### src/rtl/muxn_seq_if.sv
// muxn_seq_if: data, handshake and status bundle for the muxn_seq N-channel registered mux.
// The optional f_par signal exists only when MUXN_SEQ_PARITY_EN is defined.
interface muxn_seq_if #(
    parameter int unsigned WIDTH = 4,
    parameter int unsigned NCH   = 2
);
    localparam int unsigned SW = (NCH > 1) ? $clog2(NCH) : 1;

    logic [NCH*WIDTH-1:0] d;
    logic                 en;
    logic                 mode;
    logic [SW-1:0]        sel;
    logic                 sel_ld;
    logic [WIDTH-1:0]     f;
    logic [SW-1:0]        ch;
    logic                 f_vld;
    logic                 f_rdy;
    logic                 err;
`ifdef MUXN_SEQ_PARITY_EN
    logic                 f_par;

    modport master (output d, en, mode, sel, sel_ld, f_rdy,
                    input  f, ch, f_vld, err, f_par);
    modport slave  (input  d, en, mode, sel, sel_ld, f_rdy,
                    output f, ch, f_vld, err, f_par);
`else
    modport master (output d, en, mode, sel, sel_ld, f_rdy,
                    input  f, ch, f_vld, err);
    modport slave  (input  d, en, mode, sel, sel_ld, f_rdy,
                    output f, ch, f_vld, err);
`endif
endinterface

### src/rtl/muxn_seq.sv
// muxn_seq: NCH-channel, WIDTH-bit registered mux with a channel pointer, round-robin
// auto-scan and a valid/ready output stage.
// Optional feature: define MUXN_SEQ_PARITY_EN to add f_par (even parity of the captured word).
module muxn_seq #(
    parameter int unsigned WIDTH = 4,
    parameter int unsigned NCH   = 2
) (
    input  logic      clk,
    input  logic      rst,
    muxn_seq_if.slave bus
);
    localparam int unsigned SW = (NCH > 1) ? $clog2(NCH) : 1;

    logic [WIDTH-1:0] f_q;
    logic [WIDTH-1:0] word_c;
    logic [SW-1:0]    ch_q;
    logic [SW-1:0]    ptr;
    logic [SW-1:0]    ptr_nxt_c;
    logic             f_vld_q;
    logic             err_q;
    logic             cap_c;
    logic             sel_ok_c;
    logic             sel_bad_c;

    // Capture when enabled and the output slot is empty or being drained this cycle
    assign cap_c     = bus.en & (~f_vld_q | bus.f_rdy);
    assign sel_ok_c  = bus.sel_ld & (32'(bus.sel) < NCH);
    assign sel_bad_c = bus.sel_ld & ~(32'(bus.sel) < NCH);

    // Channel selection by the current pointer
    always_comb begin
        word_c = '0;
        for (int unsigned k = 0; k < NCH; k++) begin
            if (ptr == SW'(k)) begin
                word_c = bus.d[k*WIDTH +: WIDTH];
            end
        end
    end

    // Pointer next state: valid load beats scan step; a bad load freezes the pointer
    always_comb begin
        ptr_nxt_c = ptr;
        if (sel_ok_c) begin
            ptr_nxt_c = bus.sel;
        end else if (sel_bad_c) begin
            ptr_nxt_c = ptr;
        end else if (bus.mode && cap_c) begin
            ptr_nxt_c = (ptr == SW'(NCH - 1)) ? '0 : ptr + SW'(1);
        end
    end

    // Pointer and error-pulse registers
    always_ff @(posedge clk) begin
        if (rst) begin
            ptr   <= '0;
            err_q <= 1'b0;
        end else begin
            ptr   <= ptr_nxt_c;
            err_q <= sel_bad_c;
        end
    end

    // Output stage: capture, drain, or hold under stall
    always_ff @(posedge clk) begin
        if (rst) begin
            f_q     <= '0;
            ch_q    <= '0;
            f_vld_q <= 1'b0;
        end else if (cap_c) begin
            f_q     <= word_c;
            ch_q    <= ptr;
            f_vld_q <= 1'b1;
        end else if (~bus.en & bus.f_rdy) begin
            f_vld_q <= 1'b0;
        end
    end

`ifdef MUXN_SEQ_PARITY_EN
    logic par_q;

    // Parity travels with the captured word
    always_ff @(posedge clk) begin
        if (rst) begin
            par_q <= 1'b0;
        end else if (cap_c) begin
            par_q <= ^word_c;
        end
    end

    assign bus.f_par = par_q;
`endif

    assign bus.f     = f_q;
    assign bus.ch    = ch_q;
    assign bus.f_vld = f_vld_q;
    assign bus.err   = err_q;
endmodule

### src/flat_wrapper.sv
// flat-port wrapper written by rule: the top's interface ports become plain ports
module muxn_seq_flat 
#(
    parameter int unsigned WIDTH = 4,
    parameter int unsigned NCH   = 2
)
  (clk, rst, bus_d, bus_en, bus_mode, bus_sel, bus_sel_ld, bus_f_rdy, bus_f, bus_ch, bus_f_vld, bus_err);
  muxn_seq_if #(.WIDTH(WIDTH), .NCH(NCH)) bus_i ();
  input  logic clk;
  input  logic rst;
  input wire logic [$bits(bus_i.d)-1:0] bus_d;
  input wire logic [$bits(bus_i.en)-1:0] bus_en;
  input wire logic [$bits(bus_i.mode)-1:0] bus_mode;
  input wire logic [$bits(bus_i.sel)-1:0] bus_sel;
  input wire logic [$bits(bus_i.sel_ld)-1:0] bus_sel_ld;
  input wire logic [$bits(bus_i.f_rdy)-1:0] bus_f_rdy;
  output wire logic [$bits(bus_i.f)-1:0] bus_f;
  output wire logic [$bits(bus_i.ch)-1:0] bus_ch;
  output wire logic [$bits(bus_i.f_vld)-1:0] bus_f_vld;
  output wire logic [$bits(bus_i.err)-1:0] bus_err;
  assign bus_i.d = bus_d;
  assign bus_i.en = bus_en;
  assign bus_i.mode = bus_mode;
  assign bus_i.sel = bus_sel;
  assign bus_i.sel_ld = bus_sel_ld;
  assign bus_i.f_rdy = bus_f_rdy;
  assign bus_f = bus_i.f;
  assign bus_ch = bus_i.ch;
  assign bus_f_vld = bus_i.f_vld;
  assign bus_err = bus_i.err;
  muxn_seq #(.WIDTH(WIDTH), .NCH(NCH)) u_core (.clk(clk), .rst(rst), .bus(bus_i));
endmodule
### config.mk
export PLATFORM = sky130hd
export DESIGN_NAME = muxn_seq_flat
export DESIGN_NICKNAME = d
export VERILOG_FILES = /design/src/rtl/muxn_seq_if.sv /design/src/rtl/muxn_seq.sv /design/src/flat_wrapper.sv
export SDC_FILE = /design/constraint.sdc
export NUM_CORES = 1
export LEC_CHECK = 0
export ABC_AREA = 1
export CORE_AREA = 2 2 39 41
export CTS_CLUSTER_DIAMETER = 50
export DETAILED_ROUTE_END_ITERATION = 8
export DIE_AREA = 0 0 41 43
export PLACE_DENSITY_LB_ADDON = 0.15
export SLEW_MARGIN = 20
export SYNTH_ARGS = -nofsm -noshare
export SYNTH_HDL_FRONTEND = slang
export SYNTH_SLANG_ARGS = --single-unit
### constraint.sdc
create_clock -name clk -period 0.8 [get_ports clk]
set_input_delay 0.16 -clock clk [delete_from_list [all_inputs] [get_ports clk]]
set_output_delay 0.16 -clock clk [all_outputs]
set_load 0.005 [all_outputs]
After elaboration in Yosys (flattened, before gate mapping)
Index checks and enable logic that the tools add are counted.
{ "word_totals": {"in_bits": 15, "reg_bits": 7, "wordCells": 19} }
{ "op_classes": {"mux": 6, "bitwise": 5, "reduce_logical": 3, "add_sub_neg": 1} }
{ "ops": {"columns": ["op", "count"], "rows": [
  ["two-way mux 1 bit", 5],
  ["two-way mux 4 bit", 1],
  ["nonzero test 2 bit", 2],
  ["bitwise AND 1 bit", 2],
  ["NOT 1 bit", 2],
  ["adder 1 bit (second input constant)", 1],
  ["logical AND 1 bit", 1],
  ["OR 1 bit", 1]
]} }

Depth between registers and ports, before layout
{ "depth": {"word_depth": 6, "mapped_depth": 6, "mapped_depth_nobuf": 6} }

Worst setup path before layout
Ideal clock, no wire load.
{ "synth_timing": {"path_kind": "register to register", "start": "register u_core.f_vld_q, in the netlist u_core.bus.f_vld", "end": "register u_core.f_q[0], in the netlist u_core.bus.f[0]", "n_path_buf": 0, "arrival_time_ns": 0.648, "path_stages_with_launch": 6, "setup_ns": 0.116, "setup_slack_ns": 0.036, "cell_sequence": "dfxtp_1 > nand2_2 > nand2_4 > inv_2 > nand2_1 > a21oi_1"} }
{ "synth_between": {"elab_chain_len": 3} }
{ "synth_rtl": {"columns": ["element", "line", "source"], "rows": [
  ["start: declaration", "muxn_seq.sv:19", "logic f_vld_q;"],
  ["start signal: assignment", "muxn_seq.sv:68", "f_vld_q <= 1'b0;"],
  ["start signal: assignment", "muxn_seq.sv:72", "f_vld_q <= 1'b1;"],
  ["start signal: assignment", "muxn_seq.sv:74", "f_vld_q <= 1'b0;"],
  ["NOT 1 bit", "muxn_seq.sv:26", "assign cap_c = bus.en & (~f_vld_q | bus.f_rdy);"],
  ["OR 1 bit", "muxn_seq.sv:26", null],
  ["bitwise AND 1 bit", "muxn_seq.sv:26", null],
  ["end signal: assignment", "muxn_seq.sv:70", "f_q <= word_c;"],
  ["end: declaration", "muxn_seq.sv:14", "logic [WIDTH-1:0] f_q;"]
]} }
No other way between the ends.
A chain may end at the register's enable or synchronous reset.

Worst setup path in the final report
Ends and elaborated chain as after synthesis.

==> results.txt <==
Root Driver - clkbuf_4
average cell area after synthesis - 6.81 um2
IO buf count - 20
Initial DRC Count - 1
post-synth net total - 65
Warnings, synthesis - 0
Most Crowded Layer GR - met2
compound-gate portion of the synthesized area - 17.6%
global-route wire length before repair - 1400 um
Syn Inst Count - 50
nets - 96
ANT cells - 0
wire length per cell - 8.63 um
CP max stage delay - 0.32 ns
num ports - 22
Tcrit/Tclk final - 112%
GRT Total Usage - 12.5%
HPWL Detailed - 637 um
Synth Area in Adders - 0%
num rows - 14
CTS buffer count - 3
fraction of layout cells with a size suffix above 1 - 42.5%
Seq/Total Area, Yosys - 41.2%
Power, Total - 986 uW
simple logic cell fraction of the synthesized area - 26.8%
Placer Congestion - 0.646
multiplexer share of the synthesized area - 0%
status - finished with violations
crit path kind - reg -> reg
vias in the first global route - 363
DIE AREA - 1760 um2
Required @ worst endpoint - 0.99 ns
Tightest Hold Check Type - in -> reg
DRC - 0
crit-path cells - buf_6, nand2_8, nand2_8, inv_8, nand2_2, a21oi_2
Initial Util - 24.6%
Antenna Nets Post-Route - 0
Max Transition Viols Final - 0
Highest Clock Rate - 1120 MHz
clock tree buffer depth - 2
Max VDD drop - 0.000561 V
crit-path most repeated cell - nand2_8
CTS Sinks - 7
largest net degree at the start of global routing - 10
violated checks - negative setup slack
reg2reg end - u_core.bus.f[0]$_SDFFE_PP0P_
die span in y - 43 um
worst setup path startpoint - u_core.bus.f_vld$_SDFFE_PP0P_
area grow syn2layout - 96.3%
CTS Hold Buffers Added - 0
leakage - 0.310 nW
FF-to-FF Start - u_core.bus.f_vld$_SDFFE_PP0P_
Clk Latency, worst-skew pair - 0.26 ns
skew final - 0.00306 ns
Max-cap violations - 0
Core Region - 1380 um2
CTS H-Tree Depth - 1
PwrDens - 1480 nW/um2
M2 GR Usage - 17.5%
Setup crit end - u_core.bus.f[0]$_SDFFE_PP0P_
Final min period - 0.897 ns
TritonRoute pass-1 iters - 4
slowest CP cell - dfxtp_2
post-synth design cell area - 340 um2
XOR/XNOR share of the synthesized area - 0%
clock-pin transition on the worst setup and hold timing paths - 0.06 ns
initial antenna violation count - 0
vias post-DR - 406
grt met1 use - 13.3%
met3 GRT Util - 4.71%
flops & latches, synth - 7
unrepaired setup endpoints after global routing - true
setup violators final - 13
minimum hold slack - 0.317 ns
Hold Path Cell Cnt - 3
post-synth cell types - 12
Worst R2R Setup Slack - -0.1 ns
CP Max Fanout - 7
vias per inst - 4.23
final WL - 828 um
commonest non-fill, non-tap cells in the layout - nand2_1 (15), clkdlybuf4s50_1 (13), dfxtp_2 (7)
TritonCTS clock tree - done
final worst setup slack - -0.0968 ns
CP Data Arrival Time - 1.08 ns
commonest non-fill, non-tap cell in the layout - nand2_1
R2R cell count - 6
CP Launch Type - flip-flop
GRT overflow - 0
die width - 41 um
largest family of logic cells by synthesized area - simple AND/OR/NAND/NOR gates
final hold vios - 0
CP endpoint kind - flip-flop
metal layers:
layer / routed length, um / vias to the layer above
li1: - / 214
met1: 309 / 176
met2: 448 / 13
met3: 46 / 3
met4: 23 / 0
met5: 0 / -
flip-flops by register name, summed over array words and instances (netlist names):
register and cells:
u_core.bus.ch 1, u_core.ptr 1, u_core.bus.f 4, u_core.bus.f_vld 1
where the power goes:
group | total (mW) | switching (mW) | internal [mW]
Sequential | 0.389 | 0.0119 | 0.377
Combinational | 0.258 | 0.107 | 0.151
Clock | 0.338 | 0.147 | 0.191
Total | 0.986 | 0.266 | 0.720
how the worst min path moves through the flow:
stage | slack [ns] | from | endpoint
2_1_floorplan | 0.23 | rst | u_core.bus.ch$_SDFFE_PP0P_
5_1_grt | 0.34 | bus_en | u_core.bus.f_vld$_SDFFE_PP0P_
6_report | 0.32 | bus_en | u_core.bus.f_vld$_SDFFE_PP0P_
3_3_place_gp | 0.47 | u_core.bus.f[3]$_SDFFE_PP0P_ | u_core.bus.f[3]$_SDFFE_PP0P_
3_5_place_dp | 0.47 | u_core.bus.f[3]$_SDFFE_PP0P_ | u_core.bus.f[3]$_SDFFE_PP0P_
4_1_cts | 0.47 | u_core.bus.f[3]$_SDFFE_PP0P_ | u_core.bus.f[3]$_SDFFE_PP0P_
logic make-up after synthesis:
logic type	Yosys count
compound gates	12
flops	7
buf+inv	9
simple gates	21
other cells	1
worst max-delay path, delay by kind of cell, from the launching register on:
| family | cells | cell delay, ns |
|---|---|---|
| flip-flops | 1 | 0.32 |
| AND/OR/NAND/NOR | 3 | 0.20 |
| buffers and inverters | 2 | 0.20 |
| AO/OA/AOI/OAI | 1 | 0.12 |
metrics by stage:
step,setup TNS [ns],cells,cell area [um2],utilization (%),setup slack [ns]
final,-0.845,96,668,48.3,-0.0968
after global routing,-1.35,96,668,48.3,-0.152
after floorplan,0,50,340,-,0.0363
after CTS,-0.863,96,623,45.0,-0.105
after detailed placement,-3.35,91,594,42.9,-0.367
after global placement,-3.26,91,594,42.9,-0.349
timing repair:
item / 4_1_cts / 5_1_grt
setup endpoints to repair: 13 / 13
pin swaps: 3 / 3
buffers inserted: 1 / 0
gates resized for setup: 35 / 12
final cells by class:
class	instances	area, um2
fill	150	716
timing repair buffer	28	240
multi-input combinational	34	199
sequential	7	149
inverter	7	33.8
clock buffer	4	26.3
tap	16	20.0
synthesized netlist by cell type:
master	instances	area share, %
nand2_1	17	19
a21oi_1	7	10
dfxtp_1	7	41
inv_1	6	6.6
o21ai_1	5	7.4
nand3_1	2	2.9
buf_4	1	2.2
buf_6	1	3.3
conb_1	1	1.1
inv_2	1	1.1
nand2_2	1	1.8
nand2_4	1	3.3
Power figures use the tool's default switching activity.
